--- config.mk ---
export PLATFORM = sky130hd
export DESIGN_NAME = spdif_frame_scheduler
export DESIGN_NICKNAME = d
export VERILOG_FILES = /design/src/rtl/spdif_frame_scheduler.sv
export SDC_FILE = /design/constraint.sdc
export NUM_CORES = 1
export LEC_CHECK = 0
export CAP_MARGIN = 20
export CORE_MARGIN = 1
export CORE_UTILIZATION = 40
export DETAILED_ROUTE_END_ITERATION = 12
export SLEW_MARGIN = 20
export SYNTH_ARGS = -nofsm -noshare
export SYNTH_HDL_FRONTEND = slang
export SYNTH_SLANG_ARGS = --single-unit
--- constraint.sdc ---
create_clock -name clk -period 5.8 [get_ports clk]
set_clock_uncertainty 0.05 [all_clocks]
set_input_delay 1.16 -clock clk [delete_from_list [all_inputs] [get_ports clk]]
set_output_delay 1.16 -clock clk [all_outputs]
set_load 0.01 [all_outputs]
--- src/rtl/spdif_frame_scheduler.sv ---
`default_nettype none
// ============================================================================
//  Module   : spdif_frame_scheduler
//  Purpose  : Buffers I2S stereo pairs in a small FIFO and presents them to
//             the S/PDIF biphase encoder as left/right subframes. It selects
//             the preamble class (B/M/W) and tracks the 192-frame block. It
//             also inserts the V/U/C/P bits and substitutes flagged silence
//             when the FIFO runs dry.
//  Revision : 1.0  initial release
// ----------------------------------------------------------------------------
//  Parameters
//    FIFO_DEPTH  stereo-pair FIFO entries (power of two, >= 2)
//    CS_WORD     channel-status bits 0..31, bit i sent in frame i
//  Optional feature macro
//    SPDIF_SCHED_CS_EN  defined: C bit is taken from CS_WORD for frames 0..31
//                       undefined: C bit is always 0 and CS_WORD is unused
//  Ports
//    clk         single clock shared with the encoder
//    rst         synchronous active-high reset
//    data_left   left 24-bit sample, MSB aligned
//    data_right  right 24-bit sample
//    pair_stb    one-cycle strobe pushing {data_left, data_right}
//    sub_ready   encoder accepts the presented subframe this cycle
//    sub_valid   subframe presented
//    sub_data    [23:0] audio, [24] V, [25] U, [26] C, [27] P
//    sub_pre     preamble select: 0=B, 1=M, 2=W
//    frame_idx   current frame within the block, 0..191
//    underrun    one-cycle pulse while silence is being loaded
//    overflow    sticky flag, set when a pushed pair is dropped
// ============================================================================
module spdif_frame_scheduler #(
    parameter int          FIFO_DEPTH = 4,
    parameter logic [31:0] CS_WORD    = 32'h0000_0004
) (
    input  logic        clk,
    input  logic        rst,
    input  logic [23:0] data_left,
    input  logic [23:0] data_right,
    input  logic        pair_stb,
    input  logic        sub_ready,
    output logic        sub_valid,
    output logic [27:0] sub_data,
    output logic [1:0]  sub_pre,
    output logic [7:0]  frame_idx,
    output logic        underrun,
    output logic        overflow
);

    localparam int         AW          = $clog2(FIFO_DEPTH);
    localparam logic [1:0] C_PRE_B     = 2'd0;
    localparam logic [1:0] C_PRE_M     = 2'd1;
    localparam logic [1:0] C_PRE_W     = 2'd2;
    localparam logic [7:0] C_LAST_FRAME = 8'd191;

    typedef enum logic [1:0] {
        S_IDLE  = 2'd0,
        S_LOAD  = 2'd1,
        S_LEFT  = 2'd2,
        S_RIGHT = 2'd3
    } state_t;

    state_t      r_state;
    state_t      w_state_nxt;

    // FIFO storage; pointers carry one extra wrap bit
    logic [47:0] r_mem [FIFO_DEPTH];
    logic [AW:0] r_wptr;
    logic [AW:0] r_rptr;
    logic [AW:0] w_wptr_nxt;
    logic [AW:0] w_rptr_nxt;
    logic        w_empty;
    logic        w_full;
    logic        w_push_ok;
    logic        w_drop;
    logic [47:0] w_head;

    // Pair register: right half and V flag are held for the second subframe
    logic [23:0] r_right_hold;
    logic        r_v_hold;

    logic        r_sub_valid;
    logic [27:0] r_sub_data;
    logic [1:0]  r_sub_pre;
    logic [7:0]  r_frame_idx;
    logic        r_underrun;
    logic        r_overflow;

    logic        w_hs;
    logic        w_pop;
    logic        w_ld_left;
    logic        w_ld_right;
    logic        w_adv;
    logic        w_c_bit;
    logic [23:0] w_load_l;
    logic [23:0] w_load_r;
    logic        w_load_v;
    logic [26:0] w_left_body;
    logic [26:0] w_right_body;

    // ------------------------------------------------------------------
    // FIFO status
    // ------------------------------------------------------------------
    assign w_empty = (r_wptr == r_rptr);
    assign w_full  = (r_wptr[AW-1:0] == r_rptr[AW-1:0]) && (r_wptr[AW] != r_rptr[AW]);
    assign w_head  = r_mem[r_rptr[AW-1:0]];

    // A pop in the same cycle frees a slot, so a push into a full FIFO
    // is still accepted when LOAD is draining it.
    assign w_push_ok  = pair_stb && (!w_full || w_pop);
    assign w_drop     = pair_stb && w_full && !w_pop;
    assign w_wptr_nxt = w_push_ok ? (r_wptr + 1'b1) : r_wptr;
    assign w_rptr_nxt = w_pop     ? (r_rptr + 1'b1) : r_rptr;

    // ------------------------------------------------------------------
    // Channel-status bit for the current frame
    // ------------------------------------------------------------------
`ifdef SPDIF_SCHED_CS_EN
    assign w_c_bit = (r_frame_idx < 8'd32) ? CS_WORD[r_frame_idx[4:0]] : 1'b0;
`else
    // CS_WORD stays referenced so the parameter remains part of the netlist
    // interface, but it never reaches the output.
    assign w_c_bit = CS_WORD[0] & 1'b0;
`endif

    // ------------------------------------------------------------------
    // Subframe assembly (U is always 0; P gives even parity over [27:0])
    // ------------------------------------------------------------------
    assign w_load_l     = w_empty ? 24'd0 : w_head[47:24];
    assign w_load_r     = w_empty ? 24'd0 : w_head[23:0];
    assign w_load_v     = w_empty;
    assign w_left_body  = {w_c_bit, 1'b0, w_load_v, w_load_l};
    assign w_right_body = {w_c_bit, 1'b0, r_v_hold, r_right_hold};

    assign w_hs = r_sub_valid && sub_ready;

    // ------------------------------------------------------------------
    // FSM next-state and control
    // ------------------------------------------------------------------
    always_comb begin
        w_state_nxt = r_state;
        w_pop       = 1'b0;
        w_ld_left   = 1'b0;
        w_ld_right  = 1'b0;
        w_adv       = 1'b0;
        case (r_state)
            S_IDLE: begin
                w_state_nxt = S_LOAD;
            end
            S_LOAD: begin
                w_pop       = !w_empty;
                w_ld_left   = 1'b1;
                w_state_nxt = S_LEFT;
            end
            S_LEFT: begin
                if (w_hs) begin
                    w_ld_right  = 1'b1;
                    w_state_nxt = S_RIGHT;
                end
            end
            S_RIGHT: begin
                if (w_hs) begin
                    w_adv       = 1'b1;
                    w_state_nxt = S_LOAD;
                end
            end
            default: begin
                w_state_nxt = S_IDLE;
            end
        endcase
    end

    // ------------------------------------------------------------------
    // State, pointers and registered outputs
    // ------------------------------------------------------------------
    always_ff @(posedge clk) begin
        if (rst) begin
            r_state      <= S_IDLE;
            r_wptr       <= '0;
            r_rptr       <= '0;
            r_right_hold <= 24'd0;
            r_v_hold     <= 1'b0;
            r_sub_valid  <= 1'b0;
            r_sub_data   <= 28'd0;
            r_sub_pre    <= C_PRE_B;
            r_frame_idx  <= 8'd0;
            r_underrun   <= 1'b0;
            r_overflow   <= 1'b0;
        end else begin
            r_state     <= w_state_nxt;
            r_wptr      <= w_wptr_nxt;
            r_rptr      <= w_rptr_nxt;
            r_sub_valid <= (w_state_nxt == S_LEFT) || (w_state_nxt == S_RIGHT);

            if (w_drop) begin
                r_overflow <= 1'b1;
            end

            // Underrun is registered one cycle early: it is raised for the
            // LOAD cycle exactly when the FIFO will be empty during it.
            r_underrun <= (w_state_nxt == S_LOAD) && (w_wptr_nxt == w_rptr_nxt);

            if (w_ld_left) begin
                r_sub_data   <= {^w_left_body, w_left_body};
                r_sub_pre    <= (r_frame_idx == 8'd0) ? C_PRE_B : C_PRE_M;
                r_right_hold <= w_load_r;
                r_v_hold     <= w_load_v;
            end

            if (w_ld_right) begin
                r_sub_data <= {^w_right_body, w_right_body};
                r_sub_pre  <= C_PRE_W;
            end

            if (w_adv) begin
                r_frame_idx <= (r_frame_idx == C_LAST_FRAME) ? 8'd0 : (r_frame_idx + 8'd1);
            end
        end
    end

    // Storage needs no reset: the pointers alone define what is valid.
    always_ff @(posedge clk) begin
        if (w_push_ok) begin
            r_mem[r_wptr[AW-1:0]] <= {data_left, data_right};
        end
    end

    assign sub_valid = r_sub_valid;
    assign sub_data  = r_sub_data;
    assign sub_pre   = r_sub_pre;
    assign frame_idx = r_frame_idx;
    assign underrun  = r_underrun;
    assign overflow  = r_overflow;

endmodule
`default_nettype wire
==> metrics.cfg, run 1 <==
[run_status]
status = complete, no violations

[finish]
diodes = 0
stdcell_count = 1066
final.fill_count = 2099
finalInstanceArea_um2 = 12320
fin_nets = 774
drive_gt1_frac = 0.1467
syn_to_final_growth_pct = 20.16

[sta]
maxSlewViolCount = 0
setup_viol_count_final = 0
finalCritPeriodShare = 0.6158
fin_setup_tns_ps = 0
hold_viol = 0
min_period_ps = 3572
grt_setup_unrepaired = false
tightest_slew_ps = 1064
max_clock_freq_mhz = 280.0
relSlewSlack = 0.2906

[routing]
wirelength_mm = 21.42
detail-route-antenna-nets = 0
wl_per_cell_um = 20.10
viasPerCell = 5.168
first_iter_violations = 426
dr.pass1.iters = 4
drc = 0
via_count = 5509

[setup_path]
crit_required_ps = 5970
reg2reg_depth = 5
crit_path_end_kind = flip-flop
crit_path_start_kind = flip-flop
r2r_end = r_mem[3][25]$_DFFE_PP_
worstReg2RegStart = r_rptr[0]$_SDFF_PP0_
crit_path_start = r_rptr[0]$_SDFF_PP0_
r2r_slack_ps = 2230
worstPathArrival_ps = 3750
path_class = flip-flop to flip-flop
worstPathMaxFanout = 51

[floorplanning]
die_area_um2 = 26280
std_cell_rows = 58
die_width_um = 162.1
die-height_um = 162.1
start_util = 0.4072
core_region_area_um2 = 25180
boundaryPins = 93

[synthesis]
synthMuxAreaShare = 0.1102
synthCells = 619
synth_area_leaders = edfxtp_1, dfxtp_1, mux4_2, xnor2_1, nand2_1
synth_seq_cells = 263
synth_top_area_frac = 0.5622
yosys.area_share.simple = 0.05490
yosysSeqAreaShare = 0.7008
syn_avg_cell_area_um2 = 16.57
synth_top_family_by_area = multiplexers
yosys_warnings = 0
synth_xor_xnor_area_share = 0.05918
synth-compound-area-share = 0.04490
synth_adder_area_share = 0.008541
syn-cell-area_um2 = 10250
synth_top_area_cell = edfxtp_1
synth.distinct_cells = 40

[cts]
clk_pin_slew_ps = 60
h-tree-depth = 1
postCtsHoldBufs = 0
cts_tree = yes
post_cts_buffers = 0
cts_made_buffers = 27
root_buffer = clkbuf_16
clock_latency_ps = 540
cts_num_sinks = 263
post_cts_resized = 0
clockBufferDepth = 3

[flow_run]
max_cap_viol_count = 0

[power_and_ir_drop]
ir_drop_v = 0.0002504
p_seq_frac = 0.494
switching_power_mw = 1.061
p_per_area_nw_per_um2 = 363.0
leakagePower_nw = 3.960
power.internal_mw = 3.412
combPwrFrac = 0.138
switching_share = 0.2372
power_mw = 4.473
clkPwrFrac = 0.368

[grt]
grt_max_degree = 52
grt_pass1_wl_mm = 33.55
grt_overflow_total = 0
grt_util_met3 = 0.02758
antenna_found_initial = 0
met2_usage = 0.2918
grt_use_total = 0.1683
grt_pass1_vias = 5924
use_met1 = 0.2194
busiest_layer = met2

[min_path]
min_to = overflow$_SDFFE_PP0P_
worstHoldPathCells = 2
hold_class = flip-flop to flip-flop
hp-start = overflow$_SDFFE_PP0P_

[place]
dp_hpwl_mm = 14.00
place_area_um2 = 11470
dp.cells = 1016
gp_congestion = 0.8482
place.port_buffers = 90

-- power groups by stage --
| stage | combinational [mW] | clock [mW] | sequential (mW) |
|---|---|---|---|
| after global placement | 0.616 | 0 | 2.25 |
| after global routing | 0.664 | 1.75 | 2.22 |
| after floorplan | 0.467 | 0 | 2.21 |
| final | 0.619 | 1.65 | 2.21 |
| after CTS | 0.627 | 1.68 | 2.21 |
| after detailed placement | 0.625 | 0 | 2.25 |
-- worst max-delay path by stage --
stage | endpoint | slack, ps
final | r_mem[3][25]$_DFFE_PP_ | 2230
after global routing | r_mem[3][25]$_DFFE_PP_ | 1870
after detailed placement | r_mem[3][26]$_DFFE_PP_ | 1810
after CTS | r_mem[1][20]$_DFFE_PP_ | 2080
after global placement | r_mem[1][20]$_DFFE_PP_ | 1940
after floorplan | r_mem[1][0]$_DFFE_PP_ | 2560
-- logic make-up after synthesis --
| group | Yosys count |
|---|---|
| DFF | 263 |
| xor gates and xnor gates | 62 |
| AOI/OAI and AO/OA | 63 |
| buffers and inverters | 42 |
| and+or+nand+nor | 130 |
| muxes | 51 |
| other | 1 |
| adders and majority gates | 7 |
-- critical path: stages (launching register included) --
cell and delay, ps:
dfxtp_4 1020, xnor2_1 280, a41oi_1 560, nand2_1 250
inv_2 670, buf_4 400
-- placed cells by master, fill, tap and decap left out, drive strengths merged, types with 21 or more instances in the layout --
master / instances
mux4: 48
nand3: 29
a22o: 21
edfxtp: 192
nor2: 25
clkdlybuf4s50: 89
xnor2: 48
clkbuf: 38
nand2: 59
dfxtp: 71
a31oi: 28
-- Yosys cell counts, drive strengths merged --
library cell,instances
edfxtp,192
dfxtp,71
nand2,59
mux4,48
xnor2,48
nand3,29
a31oi,28
nor2,25
clkbuf,24
a22o,21
buf,11
xor2,11
a21oi,7
ha,7
inv,7
nor3,5
and2,3
mux2i,3
o211ai,3
xnor3,3
and3,2
a2111oi,1
a31o,1
a41oi,1
conb,1
nand2b,1
nand3b,1
nand4,1
nor2b,1
nor3b,1
nor4,1
o21ai,1
or2,1
-- per-layer routing --
metal / share of wire / wire length, um
met1: 0.42 / 9070
met2: 0.51 / 10890
met3: 0.048 / 1018
met4: 0.021 / 441
met5: 0 / 0
-- flip-flops by register name (all words and copies together) (netlist names), 2 cells and up --
name	count
r_mem	192
sub_data	26
r_right_hold	24
frame_idx	8
r_rptr	3
r_wptr	3
r_state	2
sub_pre	2
-- through the flow --
step	worst slack, ps	utilization	hold WS [ps]
2_1_floorplan	2562	-	411.3
3_3_place_gp	1939	0.4556	403.9
3_5_place_dp	1813	0.4556	409.5
4_1_cts	2080	0.4893	426.6
5_1_grt	1869	0.4893	462.2
6_report	2228	0.4893	418.5
-- layout make-up --
cell class / instances / area, um^2 / share of cell area
inverters: 7 / 26.28 / 0.002132
clock buffers: 38 / 747.0 / 0.06062
clock inverters: 12 / 101.3 / 0.008225
repair buffers: 101 / 978.4 / 0.07941
multi-input cells: 315 / 2864 / 0.2324
flip-flops and latches: 263 / 7192 / 0.5837
well taps: 330 / 412.9 / 0.03351
Power figures use the tool's default switching activity.
==> run 2, diff against run 1 <==
==> constraint.sdc (replaced) <==
create_clock -name clk -period 3.25 [get_ports clk]
set_clock_uncertainty 0.05 [all_clocks]
set_input_delay 0.65 -clock clk [delete_from_list [all_inputs] [get_ports clk]]
set_output_delay 0.65 -clock clk [all_outputs]
set_load 0.01 [all_outputs]
==> metrics.cfg, run 2 (synthesis gave the netlist of run 1 again) <==
[cts]
clock_latency_ps = 530  ; about the same
cts_made_buffers = 27  ; unchanged
post_cts_resized = 0  ; unchanged
cts_tree = yes
h-tree-depth = 1  ; unchanged
root_buffer = clkbuf_16
clockBufferDepth = 3  ; unchanged
clk_pin_slew_ps = 60  ; about the same
cts_num_sinks = 263  ; unchanged
postCtsHoldBufs = 0  ; unchanged
post_cts_buffers = 0  ; unchanged

[sta]
finalCritPeriodShare = 0.8559  ; +0.2401
holdWs_ps = 424.3  ; +5.809 ps
fin_setup_tns_ps = 0  ; unchanged
relSlewSlack = 0.5860  ; +0.2954
hold_viol = 0  ; unchanged
grt_setup_unrepaired = false
max_clock_freq_mhz = 359.5  ; +28%
maxSlewViolCount = 0  ; unchanged
min_period_ps = 2782  ; -790.0 ps
tightest_slew_ps = 621.0  ; -443.1 ps
final.setup.worst_slack_ps = 468.2  ; -1760 ps
setup_viol_count_final = 0  ; unchanged

[finish]
fin_nets = 778  ; +0.52%
largest_reg_flops = 192  ; unchanged
drive_gt1_frac = 0.1432  ; -0.003496
diodes = 0  ; unchanged
final.fill_count = 2150  ; +2.4%
layout_commonest_cell = edfxtp_1
finalInstanceArea_um2 = 12350  ; +0.24%
syn_to_final_growth_pct = 20.45
stdcell_count = 1070  ; +0.38%
final_cell_mix = edfxtp_1, clkdlybuf4s50_1, dfxtp_1
final_core_util = 0.4905  ; +0.001193

[setup_path]
r2r_end = sub_data[27]$_SDFFE_PP0P_
r2r_slack_ps = 470  ; -1760 ps
crit_path_start_kind = flip-flop
cp-endpoint = sub_data[27]$_SDFFE_PP0P_
reg2reg_depth = 7  ; +2
crit_required_ps = 3640  ; -2330 ps
worstPathArrival_ps = 3170  ; -580 ps
worstReg2RegStart = r_rptr[0]$_SDFF_PP0_
crit_path_start = r_rptr[0]$_SDFF_PP0_
worstPathMaxFanout = 22  ; -57%
crit_path_end_kind = flip-flop
path_class = flip-flop to flip-flop

[floorplanning]
start_util = 0.4072  ; unchanged
die_area_um2 = 26280  ; unchanged
boundaryPins = 93  ; unchanged
die_width_um = 162.1  ; unchanged
die-height_um = 162.1  ; unchanged
std_cell_rows = 58  ; unchanged
core_region_area_um2 = 25180  ; unchanged

[grt]
grt_max_degree = 49  ; -5.8%
grt_pass1_vias = 5822  ; -1.7%
grt_pass1_wl_mm = 33.06  ; -1.5%
antenna_found_initial = 0  ; unchanged
grt_use_total = 0.1673  ; -0.001025
grt_overflow_total = 0  ; unchanged

[routing]
wirelength_mm = 21.23  ; -0.92%
dr.pass1.iters = 5  ; +1
detail-route-antenna-nets = 0  ; unchanged
via_count = 5540  ; +0.56%
viasPerCell = 5.178  ; +0.19%
wl_per_cell_um = 19.84  ; -1.3%
drc = 0  ; unchanged
first_iter_violations = 367  ; -14%

[place]
place_area_um2 = 11550  ; +0.70%
gp_congestion = 0.8646  ; +1.9%
dp.cells = 1020  ; +0.39%
place.port_buffers = 90  ; unchanged
dp_hpwl_mm = 13.55  ; -3.2%
pre_cts_slack_ps = 416.9  ; -1396 ps

[run_status]
status = complete, no violations

[min_path]
hold_class = flip-flop to flip-flop

[power_and_ir_drop]
p_per_area_nw_per_um2 = 635.8  ; +75%
ir_drop_v = 0.0004493  ; +79%
power_mw = 7.853  ; +76%
leakagePower_nw = 3.975  ; +0.39%

[flow_run]
max_cap_viol_count = 0  ; unchanged

run 2: changes by cell type in the layout (fill, tap and decap cells not counted), sizes merged:
cell / change
buf: +4
clkinv: +4
clkinvlp: -3
clkbuf: -1
run 2: worst min-delay path by stage:
| stage | from | endpoint | slack [ps] | cells after the start |
|---|---|---|---|---|
| floorplan | r_right_hold[14]$_SDFFE_PP0N_ | r_right_hold[14]$_SDFFE_PP0N_ | 410 | 2 |
| global placement | overflow$_SDFFE_PP0P_ | overflow$_SDFFE_PP0P_ | 400 | 2 |
| detailed placement | overflow$_SDFFE_PP0P_ | overflow$_SDFFE_PP0P_ | 410 | 2 |
| CTS | overflow$_SDFFE_PP0P_ | overflow$_SDFFE_PP0P_ | 430 | 2 |
| global route | overflow$_SDFFE_PP0P_ | overflow$_SDFFE_PP0P_ | 460 | 2 |
| finish | overflow$_SDFFE_PP0P_ | overflow$_SDFFE_PP0P_ | 420 | 2 |
run 2: cell type report:
class                   count  area [um^2]  share of cell area
well taps                 330        412.9             0.03343
inverters                   7        26.28            0.002127
clock inverters            13        85.08            0.006888
flip-flops and latches    263         7192              0.5823
multi-input cells         315         2864              0.2319
repair buffers            105         1059             0.08570
clock buffers              37        713.2             0.05774
run 2: power by group:
part	total (mW)	internal, mW	leakage (nW)	switching (mW)
sequential	3.91	3.80	2.34	0.117
clock	2.81	1.61	0.390	1.20
combinational	1.13	0.618	1.24	0.516
total	7.85	6.02	3.98	1.83
run 2: routing by layer:
metal,global-route usage,part of all wire,vias up
li1,-,-,2579
met1,0.2189,0.43,2775
met2,0.2918,0.51,162
met3,0.02809,0.049,24
met4,0.03645,0.015,0
met5,0,0,-
run 2: worst max-delay path: stages (launching register included):
cell	delay, ps
dfxtp_4	610
buf_4	270
mux4_2	550
xor2_1	190
xnor2_1	140
xnor2_1	250
xnor3_1	270
a2111oi_2	340
==> run 3, diff against run 2 <==
==> constraint.sdc (replaced) <==
create_clock -name clk -period 3.25 [get_ports clk]
set_clock_uncertainty 0.05 [all_clocks]
set_input_delay 0.65 -clock clk [delete_from_list [all_inputs] [get_ports clk]]
set_output_delay 0.65 -clock clk [all_outputs]
set_load 0.1 [all_outputs]
==> metrics.cfg, run 3 (synthesis gave the netlist of run 1 again) <==
[run_status]
status = complete, no violations

[grt]
use_met1 = 0.2300  ; +0.01106
grt_use_total = 0.1677  ; +0.0004611
grt_pass1_vias = 5859  ; +0.64%
grt_overflow_total = 0  ; unchanged
grt_max_degree = 49  ; unchanged
busiest_layer = met2
met2_usage = 0.2774  ; -0.01444
grt_util_met3 = 0.02579  ; -0.002298
grt_pass1_wl_mm = 33.50  ; +1.3%
antenna_found_initial = 0  ; unchanged

[cts]
cts_num_sinks = 263  ; unchanged
cts_tree = yes
clockBufferDepth = 3  ; unchanged
root_buffer = clkbuf_16
h-tree-depth = 1  ; unchanged
cts_made_buffers = 28  ; +3.7%
post_cts_resized = 0  ; unchanged
postCtsHoldBufs = 0  ; unchanged
clock_latency_ps = 550  ; +20 ps
post_cts_buffers = 0  ; unchanged
clk_pin_slew_ps = 60  ; about the same

[floorplanning]
core_region_area_um2 = 25180  ; unchanged
std_cell_rows = 58  ; unchanged
die-height_um = 162.1  ; unchanged
boundaryPins = 93  ; unchanged
start_util = 0.4072  ; unchanged
die_width_um = 162.1  ; unchanged
die_area_um2 = 26280  ; unchanged

[sta]
relSlewSlack = 0.5862  ; about the same
finalCritPeriodShare = 0.8868  ; +0.03089
fin_setup_tns_ps = 0  ; unchanged
grt_setup_unrepaired = false
hold_viol = 0  ; unchanged
holdWs_ps = 439.9  ; +15.62 ps
tightest_slew_ps = 618.7  ; -2.320 ps
min_period_ps = 2882  ; +100.4 ps
max_clock_freq_mhz = 347.0  ; -3.5%
maxSlewViolCount = 0  ; unchanged
setup_viol_count_final = 0  ; unchanged

[finish]
finalInstanceArea_um2 = 12350  ; about the same
fin_nets = 780  ; +0.26%
drive_gt1_frac = 0.2032  ; +0.05999
diodes = 0  ; unchanged
layout_commonest_cell = edfxtp_1
final_cell_mix = edfxtp_1, dfxtp_1, nand2_1
final.fill_count = 2114  ; -1.7%
syn_to_final_growth_pct = 20.47  ; about the same
largest_reg_flops = 192  ; unchanged

[place]
gp_congestion = 0.8766  ; +1.4%
dp_hpwl_mm = 13.84  ; +2.1%
place_area_um2 = 11480  ; -0.67%
place.port_buffers = 90  ; unchanged

[routing]
via_count = 5639  ; +1.8%
wl_per_cell_um = 20.09  ; +1.3%
dr.pass1.iters = 5  ; unchanged
drc = 0  ; unchanged
viasPerCell = 5.255  ; +1.5%
wirelength_mm = 21.56  ; +1.6%
detail-route-antenna-nets = 0  ; unchanged
first_iter_violations = 375  ; +2.2%

[power_and_ir_drop]
p_per_area_nw_per_um2 = 670.3  ; +5.4%
ir_drop_v = 0.0004009  ; -11%
leakagePower_nw = 4.098  ; +3.1%

[setup_path]
crit_path_end_kind = flip-flop
slowest_stage = dfxtp_4
crit_chain = buf_4, xnor2_1, a41oi_1, nand2_1, inv_2, buf_12
path_class = flip-flop to flip-flop
crit_required_ps = 3430  ; -210 ps
crit_path_start_kind = flip-flop
worstPathMaxFanout = 27  ; +23%
critPathMaxStageDelay_ps = 590  ; -20 ps
worstPathArrival_ps = 3060  ; -110 ps

[min_path]
hold_class = flip-flop to flip-flop

[flow_run]
max_cap_viol_count = 0  ; unchanged

[run 3: path summary, 6_finish.rpt]
path / from / to / slack (ps) / depth (start not counted)
setup / recovery: r_rptr[0]$_SDFF_PP0_ / r_mem[3][34]$_DFFE_PP_ / 370 / 6
hold / removal: sub_pre[1]$_SDFFE_PP0P_ / sub_pre[1]$_SDFFE_PP0P_ / 440 / 2
hold reg to reg: sub_pre[1]$_SDFFE_PP0P_ / sub_pre[1]$_SDFFE_PP0P_ / 440 / 2
setup reg to reg: r_rptr[0]$_SDFF_PP0_ / r_mem[3][34]$_DFFE_PP_ / 370 / 6
[run 3: cell type report]
| class | instances | area (um^2) | area share |
|---|---|---|---|
| Timing Repair Buffer | 106 | 980.9 | 0.07940 |
| Tap cell | 330 | 412.9 | 0.03342 |
| Sequential cell | 263 | 7192 | 0.5821 |
| Clock inverter | 7 | 73.82 | 0.005975 |
| Multi-Input combinational cell | 315 | 2864 | 0.2318 |
| Inverter | 7 | 26.28 | 0.002127 |
| Clock buffer | 45 | 804.5 | 0.06512 |
[run 3: per-stage QoR]
stage	power [mW]	util	cells	setup slack, ps
after floorplan	5.012	-	620	75.57
after global placement	5.347	0.4557	1021	409.0
after detailed placement	5.367	0.4557	1021	332.0
after CTS	8.370	0.4906	1073	317.8
after global routing	8.580	0.4906	1073	76.68
final	8.281	0.4906	1073	367.8
[run 3: worst max-delay path, delay by kind of cell (launching register included)]
kind	cells	cell delay, ps
AND/OR/NAND/NOR	1	240
XOR/XNOR	1	220
flip-flops	1	590
AO/OA/AOI/OAI	1	500
buffers and inverters	3	910
[run 3: report_power, final]
group / internal, mW / switching, mW
registers: 3.80 / 0.117
clock network: 1.77 / 1.23
logic: 0.606 / 0.763
[run 3: metal layers]
| metal | vias to the layer above | routed length (um) |
|---|---|---|
| li1 | 2573 | - |
| met1 | 2851 | 9434 |
| met2 | 176 | 10460 |
| met3 | 39 | 1198 |
| met4 | 0 | 467 |
| met5 | - | 0 |
